$ cat src/rtl/mod_seq_pkg.sv
// rtl/mod_seq_pkg.sv - shared types and default widths for the modulation sequencer
package mod_seq_pkg;

  localparam int MOD_SEQ_DEPTH = 8;
  localparam int MOD_SEQ_HP_W  = 16;
  localparam int MOD_SEQ_DUR_W = 16;

  typedef enum logic [1:0] {
    IDLE = 2'd0,
    LOAD = 2'd1,
    RUN  = 2'd2
  } mod_seq_state_t;

  typedef struct packed {
    logic [MOD_SEQ_HP_W-1:0]  half_period;
    logic [MOD_SEQ_DUR_W-1:0] duration;
  } mod_seq_entry_t;

endpackage

$ cat src/rtl/mod_seq_table.sv
// rtl/mod_seq_table.sv - sequence entry register file, one write port, one combinational read port
module mod_seq_table
  import mod_seq_pkg::*;
#(
  parameter int DEPTH = MOD_SEQ_DEPTH
) (
  input  logic                     clk,
  input  logic                     wr_en,
  input  logic [$clog2(DEPTH)-1:0] wr_addr,
  input  mod_seq_entry_t           wr_data,
  input  logic [$clog2(DEPTH)-1:0] rd_addr,
  output mod_seq_entry_t           rd_data
);

  // No reset on the array so it maps onto distributed RAM; software rewrites it after reset.
  mod_seq_entry_t mem [DEPTH];

  // Write port; a same-cycle read of the same entry sees the old contents.
  always_ff @(posedge clk) begin
    if (wr_en) begin
      mem[wr_addr] <= wr_data;
    end
  end

  assign rd_data = mem[rd_addr];

endmodule

$ cat src/rtl/mod_sequencer.sv
// rtl/mod_sequencer.sv - plays a table of half-period steps into modulation; MOD_SEQ_LOOP_EN enables looping
module mod_sequencer
  import mod_seq_pkg::*;
#(
  parameter int DEPTH = MOD_SEQ_DEPTH,
  parameter int HP_W  = MOD_SEQ_HP_W,
  parameter int DUR_W = MOD_SEQ_DUR_W
) (
  input  logic                     clk,
  input  logic                     rst,
  input  logic                     wr_en,
  input  logic [$clog2(DEPTH)-1:0] wr_addr,
  input  logic [HP_W-1:0]          wr_half_period,
  input  logic [DUR_W-1:0]         wr_duration,
  input  logic [$clog2(DEPTH)-1:0] last_idx,
  input  logic                     loop,
  input  logic                     start,
  input  logic                     stop,
  input  logic                     mod_out_fb,
  output logic [HP_W-1:0]          mod_half_period,
  output logic                     mod_set,
  output logic                     mod_enable,
  output logic                     busy,
  output logic                     done,
  output logic [$clog2(DEPTH)-1:0] step_idx
);

  localparam int AW = $clog2(DEPTH);
  localparam logic [DUR_W-1:0] DUR_ONE = 1;

  mod_seq_state_t state, state_next;

  logic [AW-1:0]    idx;
  logic [AW-1:0]    last_q;
  logic [DUR_W-1:0] cnt;
  logic [HP_W-1:0]  hp_q;
  logic             fb_q;
  logic             en_q;
  logic             done_q;
  logic             fb_rise;
  logic             loop_eff;

  logic go;
  logic advance;
  logic wrap;
  logic finish;

  mod_seq_entry_t wr_entry;
  mod_seq_entry_t rd_entry;

  assign wr_entry.half_period = wr_half_period;
  assign wr_entry.duration    = wr_duration;

  mod_seq_table #(.DEPTH(DEPTH)) u_table (
    .clk     (clk),
    .wr_en   (wr_en),
    .wr_addr (wr_addr),
    .wr_data (wr_entry),
    .rd_addr (idx),
    .rd_data (rd_entry)
  );

`ifdef MOD_SEQ_LOOP_EN
  logic loop_q;

  // Loop mode is captured at start so host changes mid-sequence have no effect.
  always_ff @(posedge clk) begin
    if (rst) begin
      loop_q <= 1'b0;
    end else if (go) begin
      loop_q <= loop;
    end
  end

  assign loop_eff = loop_q;
`else
  logic unused_loop;
  assign unused_loop = loop;
  assign loop_eff    = 1'b0;
`endif

  assign fb_rise = mod_out_fb & ~fb_q;

  // State register.
  always_ff @(posedge clk) begin
    if (rst) begin
      state <= IDLE;
    end else begin
      state <= state_next;
    end
  end

  // Next-state logic; stop overrides every other transition, including a same-cycle start.
  always_comb begin
    state_next = state;
    go         = 1'b0;
    advance    = 1'b0;
    wrap       = 1'b0;
    finish     = 1'b0;
    unique case (state)
      IDLE: begin
        if (start) begin
          go         = 1'b1;
          state_next = LOAD;
        end
      end
      LOAD: begin
        state_next = RUN;
      end
      RUN: begin
        if (fb_rise && (cnt == DUR_ONE)) begin
          if (idx != last_q) begin
            advance    = 1'b1;
            state_next = LOAD;
          end else if (loop_eff) begin
            wrap       = 1'b1;
            state_next = LOAD;
          end else begin
            finish     = 1'b1;
            state_next = IDLE;
          end
        end
      end
      default: state_next = IDLE;
    endcase
    if (stop) begin
      state_next = IDLE;
      go         = 1'b0;
      advance    = 1'b0;
      wrap       = 1'b0;
      finish     = 1'b0;
    end
  end

  // Datapath: entry index, period down-counter, held half-period, enable and done.
  always_ff @(posedge clk) begin
    if (rst) begin
      idx    <= '0;
      last_q <= '0;
      cnt    <= '0;
      hp_q   <= '0;
      fb_q   <= 1'b1;
      en_q   <= 1'b0;
      done_q <= 1'b0;
    end else begin
      fb_q   <= mod_out_fb;
      done_q <= finish;
      if (go) begin
        idx    <= '0;
        last_q <= last_idx;
      end else if (advance) begin
        idx <= idx + 1'b1;
      end else if (wrap) begin
        idx <= '0;
      end
      if (state == LOAD) begin
        cnt  <= (rd_entry.duration == '0) ? DUR_ONE : rd_entry.duration;
        hp_q <= rd_entry.half_period;
      end else if ((state == RUN) && fb_rise) begin
        cnt <= cnt - DUR_ONE;
      end
      if (state_next == IDLE) begin
        en_q <= 1'b0;
      end else if (state == LOAD) begin
        en_q <= 1'b1;
      end
    end
  end

  assign mod_half_period = (state == LOAD) ? rd_entry.half_period : hp_q;
  assign mod_set         = (state == LOAD);
  assign mod_enable      = en_q;
  assign busy            = (state != IDLE);
  assign done            = done_q;
  assign step_idx        = idx;

endmodule

$ cat config.mk
export PLATFORM = sky130hd
export DESIGN_NAME = mod_sequencer
export DESIGN_NICKNAME = d
export VERILOG_FILES = /design/src/rtl/mod_seq_pkg.sv /design/src/rtl/mod_seq_table.sv /design/src/rtl/mod_sequencer.sv
export SDC_FILE = /design/constraint.sdc
export NUM_CORES = 1
export LEC_CHECK = 0
export CAP_MARGIN = 20
export CELL_PAD_IN_SITES_DETAIL_PLACEMENT = 0
export CELL_PAD_IN_SITES_GLOBAL_PLACEMENT = 1
export CORE_MARGIN = 3
export CORE_UTILIZATION = 45
export CTS_CLUSTER_DIAMETER = 200
export CTS_CLUSTER_SIZE = 25
export DETAILED_ROUTE_END_ITERATION = 10
export MAX_ROUTING_LAYER = met4
export PLACE_DENSITY_LB_ADDON = 0.1
export SLEW_MARGIN = 5
export SYNTH_ARGS = -nofsm -noshare
export SYNTH_HDL_FRONTEND = slang
export SYNTH_HIERARCHICAL = 1
export SYNTH_SLANG_ARGS = --single-unit
export TNS_END_PERCENT = 20
$ cat constraint.sdc
create_clock -name clk -period 3.9 [get_ports clk]
set_input_delay 0.78 -clock clk [delete_from_list [all_inputs] [get_ports clk]]
set_output_delay 0.78 -clock clk [all_outputs]
set_load 0.01 [all_outputs]
==> results by group <==
Floorplanning
  – Top Ports: a little under 70
  – Die footprint: between 20,000 and 30,000 µm²
  – Die Span X: ~170 µm
  – # rows: 58
  – Starting Density: 0.465
  – Core Region: 25,600 µm²
  – Die H: about 170 µm

CTS
  – CTS Buffer Depth: 3
  – Clock sink total: 299
  – Clock Latency Late Sink: approximately 490 ps
  – Post-CTS setup buffer count: 0
  – Hold_buf cts: 0
  – # resized after CTS: 0
  – Worst-path clk slew: ~100 ps
  – CTS tree: built
  – CTS buffer count: 15
  – Clock Root Buffer: clkbuf_16
  – H-tree lvl count: 1

Power
  – Pwr Total: about 0.0056 W
  – Switching Fraction: 0.202
  – Sequential share of power: 0.647
  – Internal Power: between 0.004 and 0.005 W
  – Pleak: 4.29 nW
  – PwrDens: between 400 and 500 nW/µm²
  – Combinational fraction of design power: 0.054
  – Net Sw Power: roughly 0.0011 W
  – Clock Power Share: 0.299
  – Max VDD drop: 0.289 mV

Run status
  – Status: completed

Synthesis
  – Ys Warns: 6
  – Net count after synthesis: roughly 700
  – Mapped Cells: ~640
  – Top post-synthesis cells by area: edfxtp_1 (64%), mux4_1 (8.8%), dfxtp_1 (7.2%), mux4_2 (4.5%), mux2_2 (3.0%)
  – Avg Cell Area, Syn: about 19 µm²
  – Post-synth top area cell: edfxtp_1
  – Syn Std Cell Area: 11,900 µm²
  – EDFF count, synth: 256
  – FF+latch count, synth: between 200 and 300
  – Post-synth top area share: 0.645
  – Netlist cell types: 54
  – Top FF cell, synth: edfxtp_1
  – Register area share after synthesis: 0.717
  – Asr flop ratio synth: 0

Global routing
  – Vias in the first global route: about 6,200
  – Overflow after GRT: 0
  – Largest net degree at the start of global routing: 35
  – Global-route wire length before repair: about 37,000 µm
  – Antenna violations before repair: 0
  – Gr usage total: 0.174

Timing
  – Worst Hold Margin: 468 ps
  – Crit path time final: between 3000 and 4000 ps
  – Final critical-path share of the clock period: 0.939
  – Slew headroom: 0.533
  – Fin Setup TNS: 0 ps
  – Fin. Hold Viols: 0
  – Final setup viols: 0
  – RSZ-0062 raised after global routing: no
  – Final Max Slew Viols: 0
  – Worst Skew: roughly 18 ps
  – Worst Max-Slew Pin Slew: around 700 ps
  – Max Fclk: about 270 MHz

Detailed routing
  – DR top layer: met4
  – Final wirelength: around 24,000 µm
  – ANT nets after route: 0
  – Vias/cell: approximately 5.7
  – Met2 routed WL: roughly 12,000 µm
  – WL/cell: between 20 and 25 µm
  – Met3 WL: about 900 µm
  – Via count: 6,018
  – DRC: 0
  – Initial DRC count: between 400 and 500
  – DR pass1 iterations: 4
  – Metal-1 WL: between 10,000 and 15,000 µm

Critical path
  – Worst EP arrival: between 2000 and 3000 ps
  – CP most frequent cell: nand2_1
  – CP max stage cell: dfxtp_4
  – Slowest stage delay, CP: 660 ps
  – Crit start category: flip-flop
  – CP Cell Sequence: buf_4 > mux4_1 > mux2_2 > nand2_1 > nand2_1 > clkdlybuf4s50_1
  – Critical Path RT: about 3100 ps
  – Worst r2r dst: cnt[0]
  – Worst reg2reg startpoint: step_idx[0]
  – Worst-path maximum fanout: 25
  – R2R depth: 6
  – Crit Path Class: flip-flop to output port
  – Reg2Reg Setup Slack: 810 ps
  – Crit. End Element: output port

Final layout
  – Nets@finish: 770
  – Area growth syn-to-layout: 14.0%
  – Layout cells sized above 1: 0.168
  – # diodes: 0

Place
  – I/O Buffers: 66
  – HPWL Detailed: between 10,000 and 15,000 µm
  – GPL Wtd Cong: roughly 0.75

Hold path
  – Worst hold endpoint: hp_q[6]
  – HP Class: flip-flop to flip-flop
  – Hold depth: 2
  – Hold path startpoint: hp_q[6]

Run
  – Max-cap violations: 0
stage by stage:
stage	instances	setup slack [ps]	instance area, µm²	utilization
3_3_place_gp	1035	735	13200	0.514
3_5_place_dp	1035	714	13200	0.514
5_1_grt	1061	48.9	13600	0.530
4_1_cts	1061	149	13600	0.530
2_1_floorplan	643	273	11900	-
6_report	1061	236	13600	0.530
layout make-up:
type / count / area [µm²]
Fill cell: 2089 / 12000
Sequential cell: 299 / 8550
Multi-Input combinational cell: 309 / 3230
Timing Repair Buffer: 91 / 936
Clock buffer: 25 / 414
Tap cell: 330 / 413
Inverter: 6 / 22.5
Clock inverter: 1 / 8.76
flip-flops by register name, indices dropped and copies added (netlist names):
| signal | cells |
|---|---|
| cnt | 16 |
| state | 2 |
| done | 1 |
| hp_q | 16 |
| fb_q | 1 |
| last_q | 3 |
| u_table/mem | 256 |
| step_idx | 3 |
| mod_enable | 1 |
how the worst max path moves through the flow:
| stage | from | end | depth (start not counted) |
|---|---|---|---|
| floorplan | wr_addr[2] | u_table/mem[0][0] | 2 |
| global placement | step_idx[0] | mod_half_period[13] | 6 |
| detailed placement | step_idx[0] | mod_half_period[8] | 6 |
| CTS | step_idx[0] | mod_half_period[8] | 6 |
| global route | step_idx[0] | mod_half_period[11] | 6 |
| finish | step_idx[0] | mod_half_period[11] | 6 |
cell families (layout without fill, tap and decap cells):
family / after synthesis / in the layout / synth area share
XOR/XNOR: 7 / 7 / 0.00514
AO/OA/AOI/OAI: 59 / 59 / 0.0332
multiplexers: 96 / 96 / 0.164
adder cells (fa/ha/maj): 3 / 3 / 0.00315
AND/OR/NAND/NOR: 144 / 144 / 0.0615
flip-flops: 299 / 299 / 0.717
buffers and inverters: 35 / 123 / 0.0161
layer usage:
| metal | up-vias | global-route usage |
|---|---|---|
| li1 | 2772 | - |
| met5 | - | - |
| met4 | 0 | 0.0306 |
| met3 | 23 | 0.0220 |
| met2 | 95 | 0.280 |
| met1 | 3128 | 0.248 |
cells in the final DEF (no fill, tap or decap), types with 15 or more instances in the layout:
| master | count |
|---|---|
| edfxtp_1 | 256 |
| a21oi_1 | 26 |
| nor2_1 | 23 |
| dfxtp_1 | 40 |
| mux2_2 | 32 |
| mux4_2 | 24 |
| buf_4 | 18 |
| clkdlybuf4s50_1 | 66 |
| clkbuf_16 | 15 |
| mux4_1 | 40 |
| nand2_1 | 57 |
cells in the mapped netlist, types with 7 or more instances:
library cell,instances
dfxtp_1,43
a21oi_1,26
edfxtp_1,256
clkbuf_1,13
nor3_1,10
nor2_1,29
nand2_1,57
mux4_2,24
mux2_2,32
mux4_1,40
buf_6,7
power groups by stage:
stage          Clock, W  Sequential [W]  Combinational, W
2_1_floorplan         0         0.00367          0.000141
3_3_place_gp          0         0.00367          0.000296
3_5_place_dp          0         0.00368          0.000305
4_1_cts         0.00174         0.00360          0.000306
5_1_grt         0.00185         0.00361          0.000330
6_report        0.00167         0.00360          0.000301
worst max-delay path, delay by kind of cell (launching register included):
family,cells,cell delay (ps)
buffers and inverters,2,760
flip-flops,1,660
multiplexers,2,820
AND/OR/NAND/NOR,2,140
Power figures use the tool's default switching activity.
